**src/rtl/instr_decoder.sv**
```systemverilog
// rtl/instr_decoder.sv - 16-bit instruction decoder with two-entry skid buffer
//
// Purpose: decodes one instruction word per accepted handshake into register
// fields and control bits, and buffers up to two decoded entries (main output
// register plus skid register) in program order.
//
// Ports:
//   clk, reset_n                 clock, synchronous active-low reset
//   in_valid / in_ready          upstream handshake (in_ready is a flop)
//   in_instr[15:0], in_pc[7:0]   instruction word and its address
//   flush                        drop every held entry and the offered word
//   illegal_count[7:0]           saturating count of accepted illegal words
//   out_valid / out_ready        downstream handshake
//   out_opcode, out_rd, out_rs, out_rt, out_imm, out_pc   decoded fields
//   out_reg_we .. out_illegal    decoded control bits
//
// Opcode map: 0 MOVIR, 1 MOVRR, 2 MOVMR, 3 MOVRM, 4 ADDRR, 5 ADDI,
//             6 SUBRR, 7 SUBI, 8 JZI, 9 JZR, A-E illegal, F NOP.

module instr_decoder (
    input  logic       clk,
    input  logic       reset_n,
    input  logic       in_valid,
    output logic       in_ready,
    input  logic [15:0] in_instr,
    input  logic [7:0] in_pc,
    input  logic       flush,
    output logic [7:0] illegal_count,
    output logic       out_valid,
    input  logic       out_ready,
    output logic [3:0] out_opcode,
    output logic [3:0] out_rd,
    output logic [3:0] out_rs,
    output logic [3:0] out_rt,
    output logic [7:0] out_imm,
    output logic [7:0] out_pc,
    output logic       out_reg_we,
    output logic       out_mem_rd,
    output logic       out_mem_we,
    output logic       out_alu_sub,
    output logic       out_use_imm,
    output logic       out_jump,
    output logic       out_jump_reg,
    output logic       out_illegal
);

    localparam logic [3:0] OP_MOVIR = 4'h0;
    localparam logic [3:0] OP_MOVRR = 4'h1;
    localparam logic [3:0] OP_MOVMR = 4'h2;
    localparam logic [3:0] OP_MOVRM = 4'h3;
    localparam logic [3:0] OP_ADDRR = 4'h4;
    localparam logic [3:0] OP_ADDI  = 4'h5;
    localparam logic [3:0] OP_SUBRR = 4'h6;
    localparam logic [3:0] OP_SUBI  = 4'h7;
    localparam logic [3:0] OP_JZI   = 4'h8;
    localparam logic [3:0] OP_JZR   = 4'h9;
    localparam logic [3:0] OP_NOP   = 4'hF;

    typedef struct packed {
        logic [3:0] opcode;
        logic [3:0] rd;
        logic [3:0] rs;
        logic [3:0] rt;
        logic [7:0] imm;
        logic [7:0] pc;
        logic       reg_we;
        logic       mem_rd;
        logic       mem_we;
        logic       alu_sub;
        logic       use_imm;
        logic       jump;
        logic       jump_reg;
        logic       illegal;
    } entry_t;

    entry_t     dec;
    entry_t     main_q, main_d;
    entry_t     skid_q, skid_d;
    logic       main_valid_q, main_valid_d;
    logic       skid_valid_q, skid_valid_d;
    logic       in_ready_q;
    logic [7:0] illegal_count_q;
    logic       accept;
    logic       xfer;

    logic [3:0] op;
    logic [3:0] fa;
    logic [3:0] fb;
    logic [3:0] fc;
    logic [7:0] imm;

    assign op  = in_instr[15:12];
    assign fa  = in_instr[11:8];
    assign fb  = in_instr[7:4];
    assign fc  = in_instr[3:0];
    assign imm = in_instr[7:0];

    assign accept = in_valid && in_ready_q && !flush;
    assign xfer   = main_valid_q && out_ready;

    // Decode: every field starts at zero so unused fields leave as zero.
    always_comb begin
        dec        = '0;
        dec.opcode = op;
        dec.pc     = in_pc;
        case (op)
            OP_MOVIR: begin
                dec.rd      = fa;
                dec.imm     = imm;
                dec.reg_we  = 1'b1;
                dec.use_imm = 1'b1;
            end
            OP_MOVRR: begin
                dec.rd     = fa;
                dec.rs     = fb;
                dec.reg_we = 1'b1;
            end
            OP_MOVMR: begin
                dec.rd      = fa;
                dec.imm     = imm;
                dec.reg_we  = 1'b1;
                dec.mem_rd  = 1'b1;
                dec.use_imm = 1'b1;
            end
            OP_MOVRM: begin
                dec.rs      = fa;
                dec.imm     = imm;
                dec.mem_we  = 1'b1;
                dec.use_imm = 1'b1;
            end
            OP_ADDRR, OP_SUBRR: begin
                dec.rd      = fa;
                dec.rs      = fb;
                dec.rt      = fc;
                dec.reg_we  = 1'b1;
                dec.alu_sub = (op == OP_SUBRR);
            end
            OP_ADDI, OP_SUBI: begin
                dec.rd      = fa;
                dec.rs      = fa;
                dec.imm     = imm;
                dec.reg_we  = 1'b1;
                dec.use_imm = 1'b1;
                dec.alu_sub = (op == OP_SUBI);
            end
            OP_JZI: begin
                dec.imm     = imm;
                dec.jump    = 1'b1;
                dec.use_imm = 1'b1;
            end
            OP_JZR: begin
                dec.rs       = fa;
                dec.jump     = 1'b1;
                dec.jump_reg = 1'b1;
            end
            OP_NOP: begin
                dec.reg_we = 1'b0;
            end
            default: begin
                dec.illegal = 1'b1;
            end
        endcase
    end

    // Buffer steering. in_ready mirrors "skid empty", so an accept can never
    // coincide with a full skid; the main register refills from the skid
    // first to keep program order.
    always_comb begin
        main_d       = main_q;
        skid_d       = skid_q;
        main_valid_d = main_valid_q;
        skid_valid_d = skid_valid_q;
        if (flush) begin
            main_d       = '0;
            skid_d       = '0;
            main_valid_d = 1'b0;
            skid_valid_d = 1'b0;
        end else if (!main_valid_q || xfer) begin
            if (skid_valid_q) begin
                main_d       = skid_q;
                main_valid_d = 1'b1;
                skid_valid_d = 1'b0;
            end else if (accept) begin
                main_d       = dec;
                main_valid_d = 1'b1;
            end else begin
                main_valid_d = 1'b0;
            end
        end else if (accept) begin
            skid_d       = dec;
            skid_valid_d = 1'b1;
        end
    end

    always_ff @(posedge clk) begin
        if (!reset_n) begin
            main_q          <= '0;
            skid_q          <= '0;
            main_valid_q    <= 1'b0;
            skid_valid_q    <= 1'b0;
            in_ready_q      <= 1'b1;
            illegal_count_q <= 8'h00;
        end else begin
            main_q       <= main_d;
            skid_q       <= skid_d;
            main_valid_q <= main_valid_d;
            skid_valid_q <= skid_valid_d;
            in_ready_q   <= !skid_valid_d;
            // Flush does not touch the counter; a flushed offer is not accepted.
            if (accept && dec.illegal && (illegal_count_q != 8'hFF)) begin
                illegal_count_q <= illegal_count_q + 8'd1;
            end
        end
    end

    assign in_ready      = in_ready_q;
    assign illegal_count = illegal_count_q;
    assign out_valid     = main_valid_q;
    assign out_opcode    = main_q.opcode;
    assign out_rd        = main_q.rd;
    assign out_rs        = main_q.rs;
    assign out_rt        = main_q.rt;
    assign out_imm       = main_q.imm;
    assign out_pc        = main_q.pc;
    assign out_reg_we    = main_q.reg_we;
    assign out_mem_rd    = main_q.mem_rd;
    assign out_mem_we    = main_q.mem_we;
    assign out_alu_sub   = main_q.alu_sub;
    assign out_use_imm   = main_q.use_imm;
    assign out_jump      = main_q.jump;
    assign out_jump_reg  = main_q.jump_reg;
    assign out_illegal   = main_q.illegal;

endmodule

```
**config.mk**
```make
export PLATFORM = sky130hd
export DESIGN_NAME = instr_decoder
export DESIGN_NICKNAME = d
export VERILOG_FILES = /design/src/rtl/instr_decoder.sv
export SDC_FILE = /design/constraint.sdc
export NUM_CORES = 1
export LEC_CHECK = 0
export BUFFER_PORTS_ARGS = -buffer_cell sky130_fd_sc_hd__clkbuf_2
export CAP_MARGIN = 20
export CORE_AREA = 5 5 105 107
export DETAILED_ROUTE_END_ITERATION = 12
export DIE_AREA = 0 0 110 112
export GPL_TIMING_DRIVEN = 0
export PLACE_DENSITY = 0.57
export SLEW_MARGIN = 20
export SYNTH_ARGS = -nofsm -noshare
export SYNTH_HDL_FRONTEND = slang
export SYNTH_SLANG_ARGS = --single-unit
```
**constraint.sdc**
```tcl
create_clock -name clk -period 3.89 [get_ports clk]
set_input_delay 0.389 -clock clk [delete_from_list [all_inputs] [get_ports clk]]
set_output_delay 0.389 -clock clk [all_outputs]
set_load 0.02 [all_outputs]
```
==> results of run 1 <==
==> kinds of logic (layout without fill, tap and decap cells) <==
| family | after synthesis | after routing | synth area share, % |
|---|---|---|---|
| mux | 17 | 17 | 4.41 |
| compound gates | 114 | 114 | 20.5 |
| flops | 91 | 91 | 47.2 |
| fa+ha+maj | 1 | 1 | 0.324 |
| buf+inv | 40 | 133 | 4.22 |
| simple gates | 193 | 193 | 23.4 |
==> power by group through the flow <==
stage	combinational, µW	sequential, µW	clock, µW
after floorplan	97.6	993	0
after global placement	188	975	0
after detailed placement	189	976	0
after global routing	210	956	692
after CTS	190	954	653
final	190	954	639
==> cells in the mapped netlist (3+ instances only) <==
cell type	n
nand2b_1	4
and2_1	4
nand2_1	58
nand3_1	22
mux2i_1	17
a221oi_1	16
buf_2	7
nor3_1	28
or3_1	4
or4_1	3
clkbuf_1	27
a31oi_1	3
dfxtp_1	91
o22ai_1	4
nand4_1	3
nor2_1	50
nor4_1	5
o31ai_1	4
a21oi_1	44
a2111oi_0	4
a211oi_1	24
o21ai_0	4
==> through the flow <==
stage | power, µW | area, µm² | cells
final | 1780 | 4600 | 685
after global routing | 1860 | 4600 | 685
after CTS | 1800 | 4600 | 685
after detailed placement | 1160 | 4410 | 669
after global placement | 1160 | 4410 | 669
after floorplan | 1090 | 3860 | 456
==> layer usage <==
metal	routed length, µm	GRT usage [%]	part of all wire [%]	vias up
met1	5190	25.3	46	1728
met2	5030	29.3	45	102
met4	342	8.56	3.0	0
met5	0	0	0	-
met3	686	3.59	6.1	27
li1	-	-	-	1837
==> worst register-to-register path: stages, from the launching register on <==
cell and delay [ns]:
dfxtp_1 0.31, buf_2 0.24, inv_2 0.17, a21oi_2 0.57, clkbuf_1 0.47, nor2_1 0.08, nor3_1 0.14
==> area by class of cell <==
cell class | instances | area, µm² | area share, %
inverters | 3 | 11.3 | 0.245
flip-flops and latches | 91 | 1820 | 39.6
well taps | 136 | 170 | 3.70
clock inverters | 2 | 35.0 | 0.761
repair buffers | 77 | 385 | 8.37
multi-input cells | 325 | 1870 | 40.7
clock buffers | 14 | 153 | 3.32
plain buffers | 37 | 151 | 3.29
==> worst paths after layout <==
check,from,endpoint,slack (ns),depth (start not counted)
max,skid_valid_q$_SDFF_PN0_,out_rt[3]$_SDFFE_PP0P_,1.85,6
min,in_pc[5],skid_q[13]$_SDFFE_PP0P_,0.25,3
max reg2reg,skid_valid_q$_SDFF_PN0_,out_rt[3]$_SDFFE_PP0P_,1.85,6
min reg2reg,skid_q[24]$_SDFFE_PP0P_,skid_q[24]$_SDFFE_PP0P_,0.45,2
==> impl_metrics.py, run 1 <==
metrics = {
    "outcome": {
        "run_status": "completed",
    },
    "yosys": {
        "synth_top_area_share_pct": 47.2,
        "synth_fp_nets": 486,
        "ys_types": 45,
        "synth_area_leaders": "dfxtp_1, a21oi_1, nand2_1",
        "async_reset_ff_share_pct": 0,
        "synth_top_cell_by_area": "dfxtp_1",
        "synthesis.instances": 456,
        "synth_flop_cell": "dfxtp_1",
        "synth_area_per_cell_um2": 8.46,
        "syn_area_um2": 3860,
        "synth_edf_count": 0,
        "ys_ff_latch": 91,
        "ys_warn_count": 0,
        "seq_area_frac_synth_pct": 47.2,
    },
    "placed_design": {
        "gp_congestion": 0.911,
        "place_hpwl_um": 8190,
        "preCtsSetupSlack_ns": 1.86,
        "port_buffers": 77,
    },
    "routing": {
        "viasPerCell": 5.39,
        "drt_pass1_iterations": 4,
        "drt-total-wl_um": 11200,
        "first_iter_violations": 307,
        "num_vias": 3694,
        "post-route-drc-count": 0,
        "wl_per_cell_um": 16.4,
        "ant_nets": 0,
    },
    "floorplan": {
        "io_pins": 79,
        "fp.dieH_um": 112,
        "core_um2": 10000,
        "initial_core_util_pct": 38.4,
        "num_rows": 37,
        "fp.dieW_um": 110,
        "dieArea_um2": 12300,
    },
    "worst_setup_path": {
        "required_ns": 4.18,
        "crit_chain": "buf_2 -> inv_2 -> a21oi_2 -> clkbuf_1 -> nor2_1 -> nor3_1",
        "cp.arrival_ns": 2.33,
        "slowest_delay_ns": 0.56,
        "critPathMaxFanout": 10,
        "cp_num_buf_inv": 3,
        "endpoint_kind": "flip-flop",
        "crit_slowest_cell": "a21oi_2",
        "critPathLaunchType": "flip-flop",
        "path_class": "reg2reg",
        "crit_family": "buffers and inverters",
    },
    "cts": {
        "cts_setup_buffers": 0,
        "htreeDepth": 3,
        "clockBufferDepth": 2,
        "clock_latency_ns": 0.36,
        "cts_resized": 0,
        "tritoncts": "yes",
        "cts-root-buf": "clkbuf_8",
        "clk_pin_slew_ns": 0.08,
        "clock-sinks": 91,
        "numCtsBuffers": 9,
        "cts_hold_buf": 0,
    },
    "worst_hold_path": {
        "hold_path_class": "in2reg",
    },
    "power": {
        "switching_share_pct": 25.8,
        "vdd_drop_max_mv": 0.162,
        "p_switching_uw": 460,
        "clockPowerShare_pct": 35.8,
        "combPwrFrac_pct": 10.7,
        "p_leak_uw": 0.00165,
        "power-per-cell-area_nw_per_um2": 387,
        "internal_power_uw": 1320,
        "pwr-share-seq_pct": 53.5,
    },
    "job": {
        "drv_cap": 0,
    },
    "sta": {
        "slew_headroom_pct": 48.2,
        "setup_viol": 0,
        "setup_tns_ns": 0,
        "hold_viol": 0,
        "final_max_slew_viol_count": 0,
        "worst_pin_slew_ns": 0.777,
        "grt_setup_unrepaired": "false",
        "min_period_over_period_pct": 52.5,
        "clock-skew-final_ns": 0.00670,
        "setup_ws_ns": 1.85,
        "fin_hold_ws_ns": 0.254,
        "period_needed_ns": 2.04,
        "fmaxAchievable_mhz": 490,
    },
    "final_layout": {
        "areaGrowthSynthToFinish_pct": 19.3,
        "regMostFlops": "skid_q",
        "nFillCells": 1026,
        "fin_util_pct": 45.8,
        "layout_common_cells": "dfxtp_1, clkbuf_2, nand2_1, nor2_1, a21oi_1",
        "drive_gt1_share_pct": 18.9,
        "final_common_cell": "dfxtp_1",
        "n_antenna_cell": 0,
        "largest_reg_flops": 40,
        "nets": 574,
    },
    "grt": {
        "grt_usage_pct": 18.9,
        "grt-ovfl-total": 0,
        "antenna_found_initial": 0,
        "grt_max_degree": 14,
        "grt_pass1_vias": 3620,
        "grt_pass1_wl_um": 18400,
    },
}
No activity file was read; power rests on OpenSTA's default activity.
==> inputs of run 2 (changes only) <==
--- a/config.mk
+++ b/config.mk
@@ -11,7 +11,7 @@
 export DETAILED_ROUTE_END_ITERATION = 12
 export DIE_AREA = 0 0 110 112
 export GPL_TIMING_DRIVEN = 0
-export PLACE_DENSITY = 0.57
+export PLACE_DENSITY = 0.59
 export SLEW_MARGIN = 20
 export SYNTH_ARGS = -nofsm -noshare
 export SYNTH_HDL_FRONTEND = slang
==> constraint.sdc (replaced) <==
create_clock -name clk -period 1.8 [get_ports clk]
set_input_delay 0.18 -clock clk [delete_from_list [all_inputs] [get_ports clk]]
set_output_delay 0.18 -clock clk [all_outputs]
set_load 0.02 [all_outputs]
==> impl_metrics.py, run 2 (synthesis results as in run 1) <==
metrics = {
    "sta": {
        "period_needed_ns": 1.71,
        "setup_viol": 0,
        "clock-skew-final_ns": 0.00745,
        "hold_viol": 0,
        "final_max_slew_viol_count": 0,
        "slew_headroom_pct": 53.9,
        "fmaxAchievable_mhz": 583,
        "setup_ws_ns": 0.0854,
        "min_period_over_period_pct": 95.3,
        "worst_pin_slew_ns": 0.692,
    },
    "grt": {
        "grt_usage_pct": 18.6,
        "grt_pass1_wl_um": 17900,
        "grt-ovfl-total": 0,
        "grt_max_degree": 16,
        "antenna_found_initial": 0,
        "grt_pass1_vias": 3481,
    },
    "placed_design": {
        "port_buffers": 77,
        "placed_area_um2": 4410,
        "place_hpwl_um": 8130,
        "preCtsSetupSlack_ns": -0.104,
        "gp_congestion": 0.924,
    },
    "routing": {
        "post-route-drc-count": 0,
        "num_vias": 3708,
        "viasPerCell": 5.39,
        "first_iter_violations": 212,
        "ant_nets": 0,
        "drt_pass1_iterations": 4,
        "wl_per_cell_um": 16.1,
        "drt-total-wl_um": 11100,
    },
    "final_layout": {
        "layout_common_cells": "dfxtp_1, clkbuf_2, nand2_1, nor2_1, a21oi_1",
        "fin_area_um2": 4670,
        "nFillCells": 1017,
        "areaGrowthSynthToFinish_pct": 21.0,
        "nets": 577,
        "n_antenna_cell": 0,
        "drive_gt1_share_pct": 21.9,
        "regMostFlops": "skid_q",
        "final_common_cell": "dfxtp_1",
        "largest_reg_flops": 40,
    },
    "cts": {
        "clk_pin_slew_ns": 0.09,
        "numCtsBuffers": 9,
        "clock-sinks": 91,
        "cts-root-buf": "clkbuf_8",
        "cts_hold_buf": 0,
        "tritoncts": "yes",
        "clockBufferDepth": 2,
        "clock_latency_ns": 0.37,
        "htreeDepth": 3,
    },
    "worst_setup_path": {
        "slowest_delay_ns": 0.65,
        "endpoint_kind": "flip-flop",
        "crit_slowest_cell": "a2111oi_0",
        "required_ns": 2.03,
        "path_class": "reg2reg",
        "crit_family": "compound AO/OA/AOI/OAI gates",
        "crit_chain": "buf_2 -> buf_1 -> a2111oi_0 -> nor4_1",
        "critPathLaunchType": "flip-flop",
        "critPathMaxFanout": 10,
        "cp.arrival_ns": 1.94,
        "cp_num_buf_inv": 2,
    },
    "job": {
        "drv_cap": 0,
    },
    "power": {
        "vdd_drop_max_mv": 0.297,
        "p_leak_uw": 0.00168,
        "power-per-cell-area_nw_per_um2": 838,
    },
    "outcome": {
        "run_status": "completed",
    },
    "floorplan": {
        "io_pins": 79,
        "dieArea_um2": 12300,
        "fp.dieH_um": 112,
        "initial_core_util_pct": 38.4,
        "core_um2": 10000,
        "fp.dieW_um": 110,
        "num_rows": 37,
    },
    "worst_hold_path": {
        "hold_path_class": "in2reg",
    },
}
[run 2: changes by cell type in the layout (fill, tap and decap cells not counted), sizes merged]
cell | before | now
clkinvlp | 0 | 3
buf | 10 | 12
inv | 3 | 4
clkinv | 1 | 0
clkbuf | 118 | 116
[run 2: repair_timing]
action                     CTS  global route
setup endpoints to repair   39            50
gates resized for setup      4            13
buffers inserted             0             3
pin swaps                    0             3
hold endpoints to repair     0             0
[run 2: metal layers]
layer	global-route usage, %	routed length (µm)	part of all wire (%)
met4	8.40	235	2.1
met1	25.7	5200	47
met2	27.9	4980	45
met3	3.25	679	6.1
met5	0	0	0
[run 2: metrics by stage]
| stage | setup TNS, ns | utilization (%) | cells | total power [µW] | hold WS [ns] |
|---|---|---|---|---|---|
| 6_report | 0 | 46.5 | 688 | 3910 | 0.0368 |
| 2_1_floorplan | 0 | - | 456 | 2360 | 0.311 |
| 3_5_place_dp | -2.67 | 43.9 | 669 | 2520 | 0.427 |
| 4_1_cts | 0 | 46.1 | 685 | 3940 | 0.0238 |
| 3_3_place_gp | -3.51 | 43.9 | 669 | 2510 | 0.419 |
| 5_1_grt | -0.00369 | 46.5 | 688 | 4080 | 0.0305 |
[run 2: worst reg2reg max path: cells and delay by family (launching register included)]
family	cells	cell delay [ns]
flops	1	0.30
simple gates	1	0.12
compound gates	1	0.65
buf+inv	2	0.51
[run 2: area by class of cell]
type                    count  area, µm²  share of cell area (%)
flip-flops and latches     91       1820                    39.0
clock buffers              11        141                    3.03
plain buffers              37        160                    3.43
well taps                 136        170                    3.64
multi-input cells         325       1890                    40.6
clock inverters             5       61.3                    1.31
inverters                   3       11.3                   0.241
repair buffers             80        408                    8.74
[run 2: path summary, 6_finish.rpt]
check	slack, ns	cells after the start	start	end
max reg2reg	0.09	4	skid_valid_q$_SDFF_PN0_	out_rs[1]$_SDFFE_PP0P_
min reg2reg	0.46	2	skid_q[2]$_SDFFE_PP0P_	skid_q[2]$_SDFFE_PP0P_
min	0.04	3	in_pc[5]	skid_q[13]$_SDFFE_PP0P_
max	0.09	4	skid_valid_q$_SDFF_PN0_	out_rs[1]$_SDFFE_PP0P_
[run 2: where the power goes]
| group | internal [µW] | switching [µW] | total (µW) |
|---|---|---|---|
| Sequential | 2040 | 17.2 | 2060 |
| Clock | 685 | 748 | 1430 |
| Combinational | 140 | 280 | 419 |
| Total | 2870 | 1040 | 3910 |
==> inputs of run 3 (changes only) <==
--- a/config.mk
+++ b/config.mk
@@ -5,13 +5,15 @@
 export SDC_FILE = /design/constraint.sdc
 export NUM_CORES = 1
 export LEC_CHECK = 0
+export ABC_AREA = 1
 export BUFFER_PORTS_ARGS = -buffer_cell sky130_fd_sc_hd__clkbuf_2
 export CAP_MARGIN = 20
-export CORE_AREA = 5 5 105 107
+export CORE_AREA = 5 5 107 109
 export DETAILED_ROUTE_END_ITERATION = 12
-export DIE_AREA = 0 0 110 112
+export DIE_AREA = 0 0 112 114
 export GPL_TIMING_DRIVEN = 0
 export PLACE_DENSITY = 0.59
+export SETUP_SLACK_MARGIN = 0.1
 export SLEW_MARGIN = 20
 export SYNTH_ARGS = -nofsm -noshare
 export SYNTH_HDL_FRONTEND = slang
==> impl_metrics.py, run 3 <==
metrics = {
    "placed_design": {
        "gp_congestion": 0.868,
        "placed_area_um2": 4580,
        "place_hpwl_um": 8540,
        "preCtsSetupSlack_ns": 0.311,
        "port_buffers": 77,
    },
    "power": {
        "vdd_drop_max_mv": 0.443,
        "power-per-cell-area_nw_per_um2": 792,
        "p_leak_uw": 0.00219,
        "finalPower_uw": 3770,
    },
    "routing": {
        "drt-total-wl_um": 11700,
        "ant_nets": 0,
        "first_iter_violations": 345,
        "post-route-drc-count": 0,
        "drt_pass1_iterations": 5,
        "wl_per_cell_um": 14.9,
        "viasPerCell": 5.05,
        "num_vias": 3975,
    },
    "worst_setup_path": {
        "crit_slowest_cell": "clkbuf_1",
        "critPathMaxFanout": 10,
        "endpoint_kind": "flip-flop",
        "slowest_delay_ns": 0.50,
        "required_ns": 2.08,
        "path_class": "reg2reg",
        "crit_chain": "buf_2 -> inv_2 -> clkbuf_1 -> nand3_1 -> a21oi_1",
        "crit_family": "buffers and inverters",
        "cp.arrival_ns": 1.80,
        "critPathLaunchType": "flip-flop",
        "cp_num_buf_inv": 3,
    },
    "cts": {
        "clock_latency_ns": 0.35,
        "htreeDepth": 3,
        "clk_pin_slew_ns": 0.09,
        "numCtsBuffers": 9,
        "clockBufferDepth": 2,
        "cts-root-buf": "clkbuf_8",
        "clock-sinks": 91,
        "tritoncts": "yes",
    },
    "final_layout": {
        "nets": 673,
        "layout_common_cells": "nand2_1, nor2_1, dfxtp_1, o21ai_0, clkbuf_2",
        "regMostFlops": "skid_q",
        "nFillCells": 1125,
        "largest_reg_flops": 40,
        "fin_area_um2": 4760,
        "drive_gt1_share_pct": 22.1,
        "areaGrowthSynthToFinish_pct": 18.5,
        "n_antenna_cell": 0,
        "final_common_cell": "nand2_1",
    },
    "sta": {
        "hold_viol": 0,
        "slew_headroom_pct": 60.2,
        "setup_tns_ns": 0,
        "grt_setup_unrepaired": "false",
        "worst_pin_slew_ns": 0.596,
        "fmaxAchievable_mhz": 657,
        "final_max_slew_viol_count": 0,
        "clock-skew-final_ns": 0.00745,
        "setup_viol": 0,
        "setup_ws_ns": 0.278,
        "min_period_over_period_pct": 84.5,
        "period_needed_ns": 1.52,
    },
    "floorplan": {
        "fp.dieH_um": 114,
        "fp.dieW_um": 112,
        "dieArea_um2": 12800,
        "io_pins": 79,
        "core_um2": 10500,
        "initial_core_util_pct": 38.2,
        "num_rows": 38,
    },
    "worst_hold_path": {
        "hold_path_class": "in2reg",
    },
    "yosys": {
        "ys_types": 29,
        "synth_edf_count": 0,
        "syn_area_um2": 4020,
        "synthesis.instances": 555,
        "ys_ff_latch": 91,
        "yosysMostFrequentCell": "nand2_1",
        "synth_flop_cell": "dfxtp_1",
        "synth_fp_nets": 585,
        "ys_warn_count": 0,
        "async_reset_ff_share_pct": 0,
        "synthTopCellsByCount": "nand2_1, nor2_1, dfxtp_1",
        "synth_area_per_cell_um2": 7.24,
        "synth_top_area_share_pct": 45.3,
        "synth_top_cell_by_area": "dfxtp_1",
        "seq_area_frac_synth_pct": 45.3,
        "synth_area_leaders": "dfxtp_1, o21ai_0, a21oi_1",
    },
    "grt": {
        "grt_usage_pct": 18.7,
        "antenna_found_initial": 0,
        "grt_pass1_vias": 3773,
        "grt-ovfl-total": 0,
        "grt_max_degree": 14,
        "grt_pass1_wl_um": 19200,
    },
    "job": {
        "drv_cap": 0,
    },
    "outcome": {
        "run_status": "completed",
    },
}
[run 3: cells by family (layout without fill, tap and decap cells)]
kind of cell	count (synthesis)	after routing	share of synthesized area [%]
simple gates	231	231	25.2
buf+inv	68	160	8.13
xor+xnor	4	4	0.872
fa+ha+maj	1	1	0.311
compound gates	160	160	20.1
flops	91	91	45.3
[run 3: what timing repair did]
action / CTS / global route
gates resized for setup: 0 / 1
buffers inserted: 0 / 0
hold buffers: 0 / 0
setup endpoints to repair: 0 / 1
[run 3: worst reg2reg max path: cells and delay by family (launching register included)]
family	cells	cell delay, ns
and+or+nand+nor	1	0.14
AOI/OAI and AO/OA	1	0.15
DFF	1	0.30
buffers and inverters	3	0.86
[run 3: layout make-up]
type,count,area [µm²],share of cell area (%)
buffer,35,198,4.15
clock buffer,13,169,3.55
clock inverter,2,10.0,0.210
inverter,33,129,2.71
multi-input combinational,396,1870,39.4
sequential,91,1820,38.3
tap,140,175,3.68
timing repair buffer,77,385,8.09
[run 3: power by group]
part           total [µW]  switching [µW]  internal, µW
clock                1290             689           605
sequential           2060            18.5          2050
combinational         412             281           131
[run 3: final timing paths]
path / from / end / slack, ns / cells after the start
worst max-delay path: skid_valid_q$_SDFF_PN0_ / out_imm[3]$_SDFFE_PP0P_ / 0.28 / 5
worst min-delay path: in_pc[1] / skid_q[9]$_SDFFE_PP0P_ / 0.07 / 3
worst max register to register: skid_valid_q$_SDFF_PN0_ / out_imm[3]$_SDFFE_PP0P_ / 0.28 / 5
worst min register to register: skid_q[39]$_SDFFE_PP0P_ / skid_q[39]$_SDFFE_PP0P_ / 0.45 / 2
[run 3: per-layer routing]
layer  track usage, %  vias up  part of all wire (%)
met2             29.9      138                    45
met1             25.9     1834                    47
met5                0        -                     0
li1                 -     1989                     -
met4             5.61        0                   1.4
met3             3.34       14                   6.3
[run 3: metrics by stage]
step	instances	utilization (%)	hold WS (ns)
final	787	45.3	0.0670
after global routing	787	45.3	0.0832
after CTS	787	45.3	0.0634
after detailed placement	772	43.6	0.435
after global placement	772	43.6	0.430
after floorplan	555	-	0.301
